[config.mk]
export PLATFORM = sky130hd
export DESIGN_NAME = mc_controller_flat
export DESIGN_NICKNAME = d
export VERILOG_FILES = /design/src/rtl/mc_pkg.sv /design/src/rtl/mc_if.sv /design/src/rtl/mc_alu_decoder.sv /design/src/rtl/mc_controller.sv /design/src/flat_wrapper.sv
export SDC_FILE = /design/constraint.sdc
export NUM_CORES = 1
export LEC_CHECK = 0
export ABC_CLOCK_PERIOD_IN_PS = 2100
export BUFFER_PORTS_ARGS = -buffer_cell sky130_fd_sc_hd__buf_2
export CORE_MARGIN = 2
export CORE_UTILIZATION = 35
export CTS_CLUSTER_DIAMETER = 100
export DETAILED_ROUTE_END_ITERATION = 7
export PLACE_DENSITY = 0.59
export REMOVE_ABC_BUFFERS = 1
export SYNTH_ARGS = -nofsm -noshare
export SYNTH_HDL_FRONTEND = slang
export SYNTH_SLANG_ARGS = --single-unit
[constraint.sdc]
create_clock -name clk -period 2.1 [get_ports clk]
set_input_delay 0.42 -clock clk [delete_from_list [all_inputs] [get_ports clk]]
set_output_delay 0.42 -clock clk [all_outputs]
set_load 0.05 [all_outputs]
[src/rtl/mc_pkg.sv]
// Shared definitions for the multicycle RV32I controller and its datapath:
// state encoding, opcodes and the mux/ALU select encodings.
package mc_pkg;

    typedef enum logic [3:0] {
        FETCH   = 4'd0,
        DECODE  = 4'd1,
        MEMADR  = 4'd2,
        MEMRD   = 4'd3,
        MEMWB   = 4'd4,
        MEMWR   = 4'd5,
        EXECR   = 4'd6,
        EXECI   = 4'd7,
        ALUWB   = 4'd8,
        BRANCH  = 4'd9,
        JAL     = 4'd10,
        ILLEGAL = 4'd11
    } state_t;

    localparam logic [6:0] OP_LW  = 7'b0000011;
    localparam logic [6:0] OP_SW  = 7'b0100011;
    localparam logic [6:0] OP_R   = 7'b0110011;
    localparam logic [6:0] OP_I   = 7'b0010011;
    localparam logic [6:0] OP_BR  = 7'b1100011;
    localparam logic [6:0] OP_JAL = 7'b1101111;

    localparam logic [2:0] ALU_ADD = 3'b000;
    localparam logic [2:0] ALU_SUB = 3'b001;
    localparam logic [2:0] ALU_AND = 3'b010;
    localparam logic [2:0] ALU_OR  = 3'b011;
    localparam logic [2:0] ALU_SLT = 3'b101;

    localparam logic [1:0] IMM_I = 2'b00;
    localparam logic [1:0] IMM_S = 2'b01;
    localparam logic [1:0] IMM_B = 2'b10;
    localparam logic [1:0] IMM_J = 2'b11;

    localparam logic [1:0] RES_ALUOUT    = 2'b00;
    localparam logic [1:0] RES_DATA      = 2'b01;
    localparam logic [1:0] RES_ALURESULT = 2'b10;

    localparam logic [1:0] SRCA_PC    = 2'b00;
    localparam logic [1:0] SRCA_OLDPC = 2'b01;
    localparam logic [1:0] SRCA_RD1   = 2'b10;

    localparam logic [1:0] SRCB_RD2  = 2'b00;
    localparam logic [1:0] SRCB_IMM  = 2'b01;
    localparam logic [1:0] SRCB_FOUR = 2'b10;

    function automatic logic alu_funct3_ok(input logic [2:0] f3);
        return (f3 == 3'b000) || (f3 == 3'b010) || (f3 == 3'b110) || (f3 == 3'b111);
    endfunction

endpackage

[src/rtl/mc_if.sv]
// Memory handshake between the controller and the shared instruction/data memory.
interface mc_if;
    logic mem_req;
    logic mem_write;
    logic adr_src;
    logic mem_ready;

    modport master (output mem_req, output mem_write, output adr_src, input mem_ready);
    modport slave  (input mem_req, input mem_write, input adr_src, output mem_ready);
endinterface

[src/rtl/mc_alu_decoder.sv]
// Combinational ALU-control decode plus whole-instruction legality check.
module mc_alu_decoder
    import mc_pkg::*;
#(
    parameter int BNE_EN = 1
) (
    input  logic [6:0] op,
    input  logic [2:0] funct3,
    input  logic       funct7b5,
    output logic [2:0] alu_code,
    output logic       legal
);

    always_comb begin
        alu_code = ALU_ADD;
        case (funct3)
            3'b000:  alu_code = (op == OP_R && funct7b5) ? ALU_SUB : ALU_ADD;
            3'b010:  alu_code = ALU_SLT;
            3'b110:  alu_code = ALU_OR;
            3'b111:  alu_code = ALU_AND;
            default: alu_code = ALU_ADD;
        endcase
    end

    always_comb begin
        legal = 1'b0;
        case (op)
            OP_LW, OP_SW, OP_JAL: legal = 1'b1;
            OP_R, OP_I:           legal = alu_funct3_ok(funct3);
            OP_BR:                legal = (funct3 == 3'b000) || (funct3 == 3'b001 && BNE_EN != 0);
            default:              legal = 1'b0;
        endcase
    end

endmodule

[src/rtl/mc_controller.sv]
// Multicycle RV32I control FSM with memory wait states, illegal-opcode pulse
// and a retired-instruction counter.
module mc_controller
    import mc_pkg::*;
#(
    parameter int BNE_EN   = 1,
    parameter int CNT_W    = 32,
    parameter int ALUCTL_W = 3
) (
    input  logic                clk,
    input  logic                reset,
    mc_if.master                mem,
    input  logic [6:0]          op,
    input  logic [2:0]          funct3,
    input  logic                funct7b5,
    input  logic                zero,
    output logic                ir_write,
    output logic                pc_write,
    output logic                reg_write,
    output logic [1:0]          result_src,
    output logic [1:0]          alu_src_a,
    output logic [1:0]          alu_src_b,
    output logic [1:0]          imm_src,
    output logic [ALUCTL_W-1:0] alu_control,
    output logic                illegal,
    output logic [CNT_W-1:0]    retired,
    output logic [3:0]          state_o
);

    state_t     state, next_state;
    logic [2:0] dec_alu, alu_sel;
    logic       legal, retire;

    mc_alu_decoder #(.BNE_EN(BNE_EN)) u_alu_dec (
        .op       (op),
        .funct3   (funct3),
        .funct7b5 (funct7b5),
        .alu_code (dec_alu),
        .legal    (legal)
    );

    always_ff @(posedge clk or posedge reset) begin
        if (reset) state <= FETCH;
        else       state <= next_state;
    end

    always_comb begin
        next_state = state;
        case (state)
            FETCH:  if (mem.mem_ready) next_state = DECODE;
            DECODE: begin
                if (!legal) next_state = ILLEGAL;
                else begin
                    case (op)
                        OP_LW, OP_SW: next_state = MEMADR;
                        OP_R:         next_state = EXECR;
                        OP_I:         next_state = EXECI;
                        OP_BR:        next_state = BRANCH;
                        OP_JAL:       next_state = JAL;
                        default:      next_state = ILLEGAL;
                    endcase
                end
            end
            MEMADR:                  next_state = (op == OP_SW) ? MEMWR : MEMRD;
            MEMRD:  if (mem.mem_ready) next_state = MEMWB;
            MEMWR:  if (mem.mem_ready) next_state = FETCH;
            EXECR, EXECI, JAL:       next_state = ALUWB;
            MEMWB, ALUWB, BRANCH, ILLEGAL: next_state = FETCH;
            default:                 next_state = FETCH;
        endcase
    end

    // Moore decode; reset forces every strobe low even though state already reads FETCH.
    always_comb begin
        mem.mem_req   = 1'b0;
        mem.mem_write = 1'b0;
        mem.adr_src   = 1'b0;
        ir_write      = 1'b0;
        pc_write      = 1'b0;
        reg_write     = 1'b0;
        result_src    = RES_ALUOUT;
        alu_src_a     = SRCA_PC;
        alu_src_b     = SRCB_RD2;
        imm_src       = IMM_I;
        alu_sel       = ALU_ADD;
        illegal       = 1'b0;
        retire        = 1'b0;
        if (!reset) begin
            case (state)
                FETCH: begin
                    mem.mem_req = 1'b1;
                    alu_src_a   = SRCA_PC;
                    alu_src_b   = SRCB_FOUR;
                    result_src  = RES_ALURESULT;
                    ir_write    = mem.mem_ready;
                    pc_write    = mem.mem_ready;
                end
                DECODE: begin
                    alu_src_a = SRCA_OLDPC;
                    alu_src_b = SRCB_IMM;
                    imm_src   = IMM_B;
                end
                MEMADR: begin
                    alu_src_a = SRCA_RD1;
                    alu_src_b = SRCB_IMM;
                    imm_src   = (op == OP_SW) ? IMM_S : IMM_I;
                end
                MEMRD: begin
                    mem.mem_req = 1'b1;
                    mem.adr_src = 1'b1;
                end
                MEMWB: begin
                    result_src = RES_DATA;
                    reg_write  = 1'b1;
                    retire     = 1'b1;
                end
                MEMWR: begin
                    mem.mem_req   = 1'b1;
                    mem.mem_write = 1'b1;
                    mem.adr_src   = 1'b1;
                    retire        = mem.mem_ready;
                end
                EXECR: begin
                    alu_src_a = SRCA_RD1;
                    alu_src_b = SRCB_RD2;
                    alu_sel   = dec_alu;
                end
                EXECI: begin
                    alu_src_a = SRCA_RD1;
                    alu_src_b = SRCB_IMM;
                    imm_src   = IMM_I;
                    alu_sel   = dec_alu;
                end
                ALUWB: begin
                    reg_write = 1'b1;
                    retire    = 1'b1;
                end
                BRANCH: begin
                    alu_src_a = SRCA_RD1;
                    alu_src_b = SRCB_RD2;
                    alu_sel   = ALU_SUB;
                    retire    = 1'b1;
                    pc_write  = (funct3 == 3'b000) ? zero : ~zero;
                end
                JAL: begin
                    alu_src_a = SRCA_OLDPC;
                    alu_src_b = SRCB_FOUR;
                    pc_write  = 1'b1;
                end
                ILLEGAL: illegal = 1'b1;
                default: ;
            endcase
        end
    end

    always_ff @(posedge clk or posedge reset) begin
        if (reset)       retired <= '0;
        else if (retire) retired <= retired + CNT_W'(1);
    end

    assign alu_control = ALUCTL_W'(alu_sel);
    assign state_o     = state;

endmodule

[src/flat_wrapper.sv]
// flat-port wrapper written by rule: the top's interface ports become plain ports
module mc_controller_flat import mc_pkg::*;
#(
    parameter int BNE_EN   = 1,
    parameter int CNT_W    = 32,
    parameter int ALUCTL_W = 3
)
  (clk, reset, op, funct3, funct7b5, zero, ir_write, pc_write, reg_write, result_src, alu_src_a, alu_src_b, imm_src, alu_control, illegal, retired, state_o, mem_mem_req, mem_mem_write, mem_adr_src, mem_mem_ready);
  mc_if mem_i ();
  input  logic clk;
  input  logic reset;
  input  logic [6:0] op;
  input  logic [2:0] funct3;
  input  logic funct7b5;
  input  logic zero;
  output logic ir_write;
  output logic pc_write;
  output logic reg_write;
  output logic [1:0] result_src;
  output logic [1:0] alu_src_a;
  output logic [1:0] alu_src_b;
  output logic [1:0] imm_src;
  output logic [ALUCTL_W-1:0] alu_control;
  output logic illegal;
  output logic [CNT_W-1:0] retired;
  output logic [3:0] state_o;
  output wire logic [$bits(mem_i.mem_req)-1:0] mem_mem_req;
  output wire logic [$bits(mem_i.mem_write)-1:0] mem_mem_write;
  output wire logic [$bits(mem_i.adr_src)-1:0] mem_adr_src;
  input wire logic [$bits(mem_i.mem_ready)-1:0] mem_mem_ready;
  assign mem_mem_req = mem_i.mem_req;
  assign mem_mem_write = mem_i.mem_write;
  assign mem_adr_src = mem_i.adr_src;
  assign mem_i.mem_ready = mem_mem_ready;
  mc_controller #(.BNE_EN(BNE_EN), .CNT_W(CNT_W), .ALUCTL_W(ALUCTL_W)) u_core (.clk(clk), .reset(reset), .mem(mem_i), .op(op), .funct3(funct3), .funct7b5(funct7b5), .zero(zero), .ir_write(ir_write), .pc_write(pc_write), .reg_write(reg_write), .result_src(result_src), .alu_src_a(alu_src_a), .alu_src_b(alu_src_b), .imm_src(imm_src), .alu_control(alu_control), .illegal(illegal), .retired(retired), .state_o(state_o));
endmodule
==> qor.yml <==
status: "finished clean"
die_w_um: 82.4
period_share: 0.975
fillCellCount: 571
min_period_ns: 2.05
grt_overflow: 0
firstDrtPassIters: 4
num_vias: 2071
row_count: 28
cts_tree: "built"
grt_max_degree: 21
synth_seq_cells: 36
worst_setup_path_start_kind: "register"
synth_top_area_share: 0.419
layout_setup_ws_ns: 0.0519
post-dp-hpwl_um: 4210
cts_inserted_buffers: 5
cts_sinks: 36
wl_um: 5650
grt_pass1_vias: 1924
portBuffers: 68
relSlewSlack: 0.800
finClkSkew_ns: 0.00879
crit_type: "reg -> out"
io_pins: 69
synth_edf_count: 0
rsz0062_at_grt: "true"
synthArstFlopShare: 1.00
maxSlewViolCount: 0
layout.nets: 355
pre_cts_slack_ns: -0.0684
post-route-drc-count: 0
finalSetupViolations: 0
place.gp.congestion: 0.796
ys_top_cells_by_area: "dfrtp_1 42%, xnor2_1 8.6%, nor2_1 5.1%"
ys.flop_type: "dfrtp_1"
netlist_instances: 239
viasPerCell: 4.99
p_leak_nw: 1.48
path_max_fanout: 6
cts_max_path_buffers: 2
yosysTopAreaCell: "dfrtp_1"
fin_area_mm2: 0.00301
placed_cell_area_mm2: 0.00275
finalHoldViolCount: 0
drive_gt1_frac: 0.400
syn2layout_area_growth_pct: 40.1
yosysWarnings: 0
syn-mean-instance-area_um2: 8.99
worst_hold_slack_ns: 0.342
layout_common_cells: "58 x buf_2, 36 x buf_4, 33 x dfrtp_1"
ir_drop_v: 0.00107
diodes: 0
initial_core_util: 0.363
required_ns: 1.68
yosysSeqAreaShare: 0.419
grtUsageTotal: 0.174
die_height_um: 82.4
p_total_mw: 3.30
final_common_cell: "buf_2"
antenna_found_initial: 0
ant_nets: 0
power_density_mw_per_mm2: 1100
tightest_slew_ns: 0.297
wl_per_cell_um: 13.6
drv_cap: 0
drt_iter0_markers: 90
arrival_ns: 1.63
grt_pass1_wl_um: 9160
htreeDepth: 2
synthesis.area_mm2: 0.00215
synth.distinct_cells: 46
root_buffer: "clkbuf_8"
hold_class: "in -> async"
clkLatencyLatePin_ns: 0.29
die-area_mm2: 0.00678
path_clk_slew_ns: 0.08
crit_path_end_kind: "output pin"
core_mm2: 0.00592
fmax_mhz: 488
registers in the layout (all words and copies together) (netlist names):
| signal | flops |
|---|---|
| u_core.retired | 32 |
| u_core.state_o | 4 |
layer usage:
metal,share of wire,GRT usage
met1,0.47,0.239
met3,0.026,0.0359
met5,0,0
met2,0.50,0.280
met4,0.0060,0.0450
cell usage after synthesis (2+ instances only):
cell / n
clkbuf_1: 6
xnor2_1: 21
nand3_1: 12
o41ai_1: 2
o22ai_1: 2
nor4_1: 3
inv_1: 8
o21ai_0: 5
nand2b_1: 4
nor3_1: 14
nand2_1: 26
a21oi_1: 7
nor2b_1: 6
nand4_1: 7
nor4b_1: 2
and2_1: 4
nor2_1: 29
and3_1: 3
and4_1: 3
dfrtp_1: 36
nand4b_1: 2
xor2_1: 12
or4_4: 2
cell families after synthesis:
family	after synthesis	share of synthesized area
AOI/OAI and AO/OA	28	0.0920
DFF	36	0.419
buffers and inverters	15	0.0262
muxes	2	0.00990
adders and majority gates	1	0.00582
and+or+nand+nor	124	0.313
xor gates and xnor gates	33	0.134
area by class of cell:
class,instances,area [µm²],share of cell area
Clock buffer,6,82.6,0.0274
Timing Repair Buffer,100,624,0.207
Sequential cell,36,905,0.300
Multi-Input combinational cell,188,1260,0.419
Clock inverter,2,13.8,0.00457
Tap cell,75,93.8,0.0312
Inverter,8,30.0,0.00997
through the flow:
stage                util  cells  setup TNS (ns)
finish              0.509    415               0
global placement    0.464    400         -0.0632
detailed placement  0.464    400         -0.0684
global route        0.509    415          -0.167
CTS                 0.488    410               0
floorplan               -    232          -17.13
critical path, cell delays in order (launching register included):
cell and delay (ns):
dfrtp_2 0.47, inv_2 0.07, buf_6 0.14, o21ai_2 0.10, a21oi_1 0.05, nor4_1 0.27
buf_4 0.24
power by group:
part / internal (mW) / total, mW / switching (mW)
sequential: 0.775 / 0.897 / 0.122
combinational: 0.690 / 1.88 / 1.19
clock: 0.268 / 0.529 / 0.260
final timing paths:
path / start / to / slack (ns) / depth (start not counted)
max: u_core.state_o[1] / pc_write / 0.05 / 6
min reg2reg: u_core.retired[31] / u_core.retired[31] / 0.48 / 1
min in group clk: u_core.retired[31] / u_core.retired[31] / 0.48 / 1
max reg2reg: u_core.retired[1] / u_core.retired[26] / 0.07 / 7
max in group asynchronous: reset / u_core.state_o[2] / 1.50 / 3
min: reset / u_core.retired[4] / 0.34 / 3
timing repair:
action,in CTS,in global routing
setup buffers,2,5
pin swaps,0,5
hold buffers,0,0
gates resized for setup,14,27
endpoints found under the setup margin,11,20
Power figures use the tool's default switching activity.
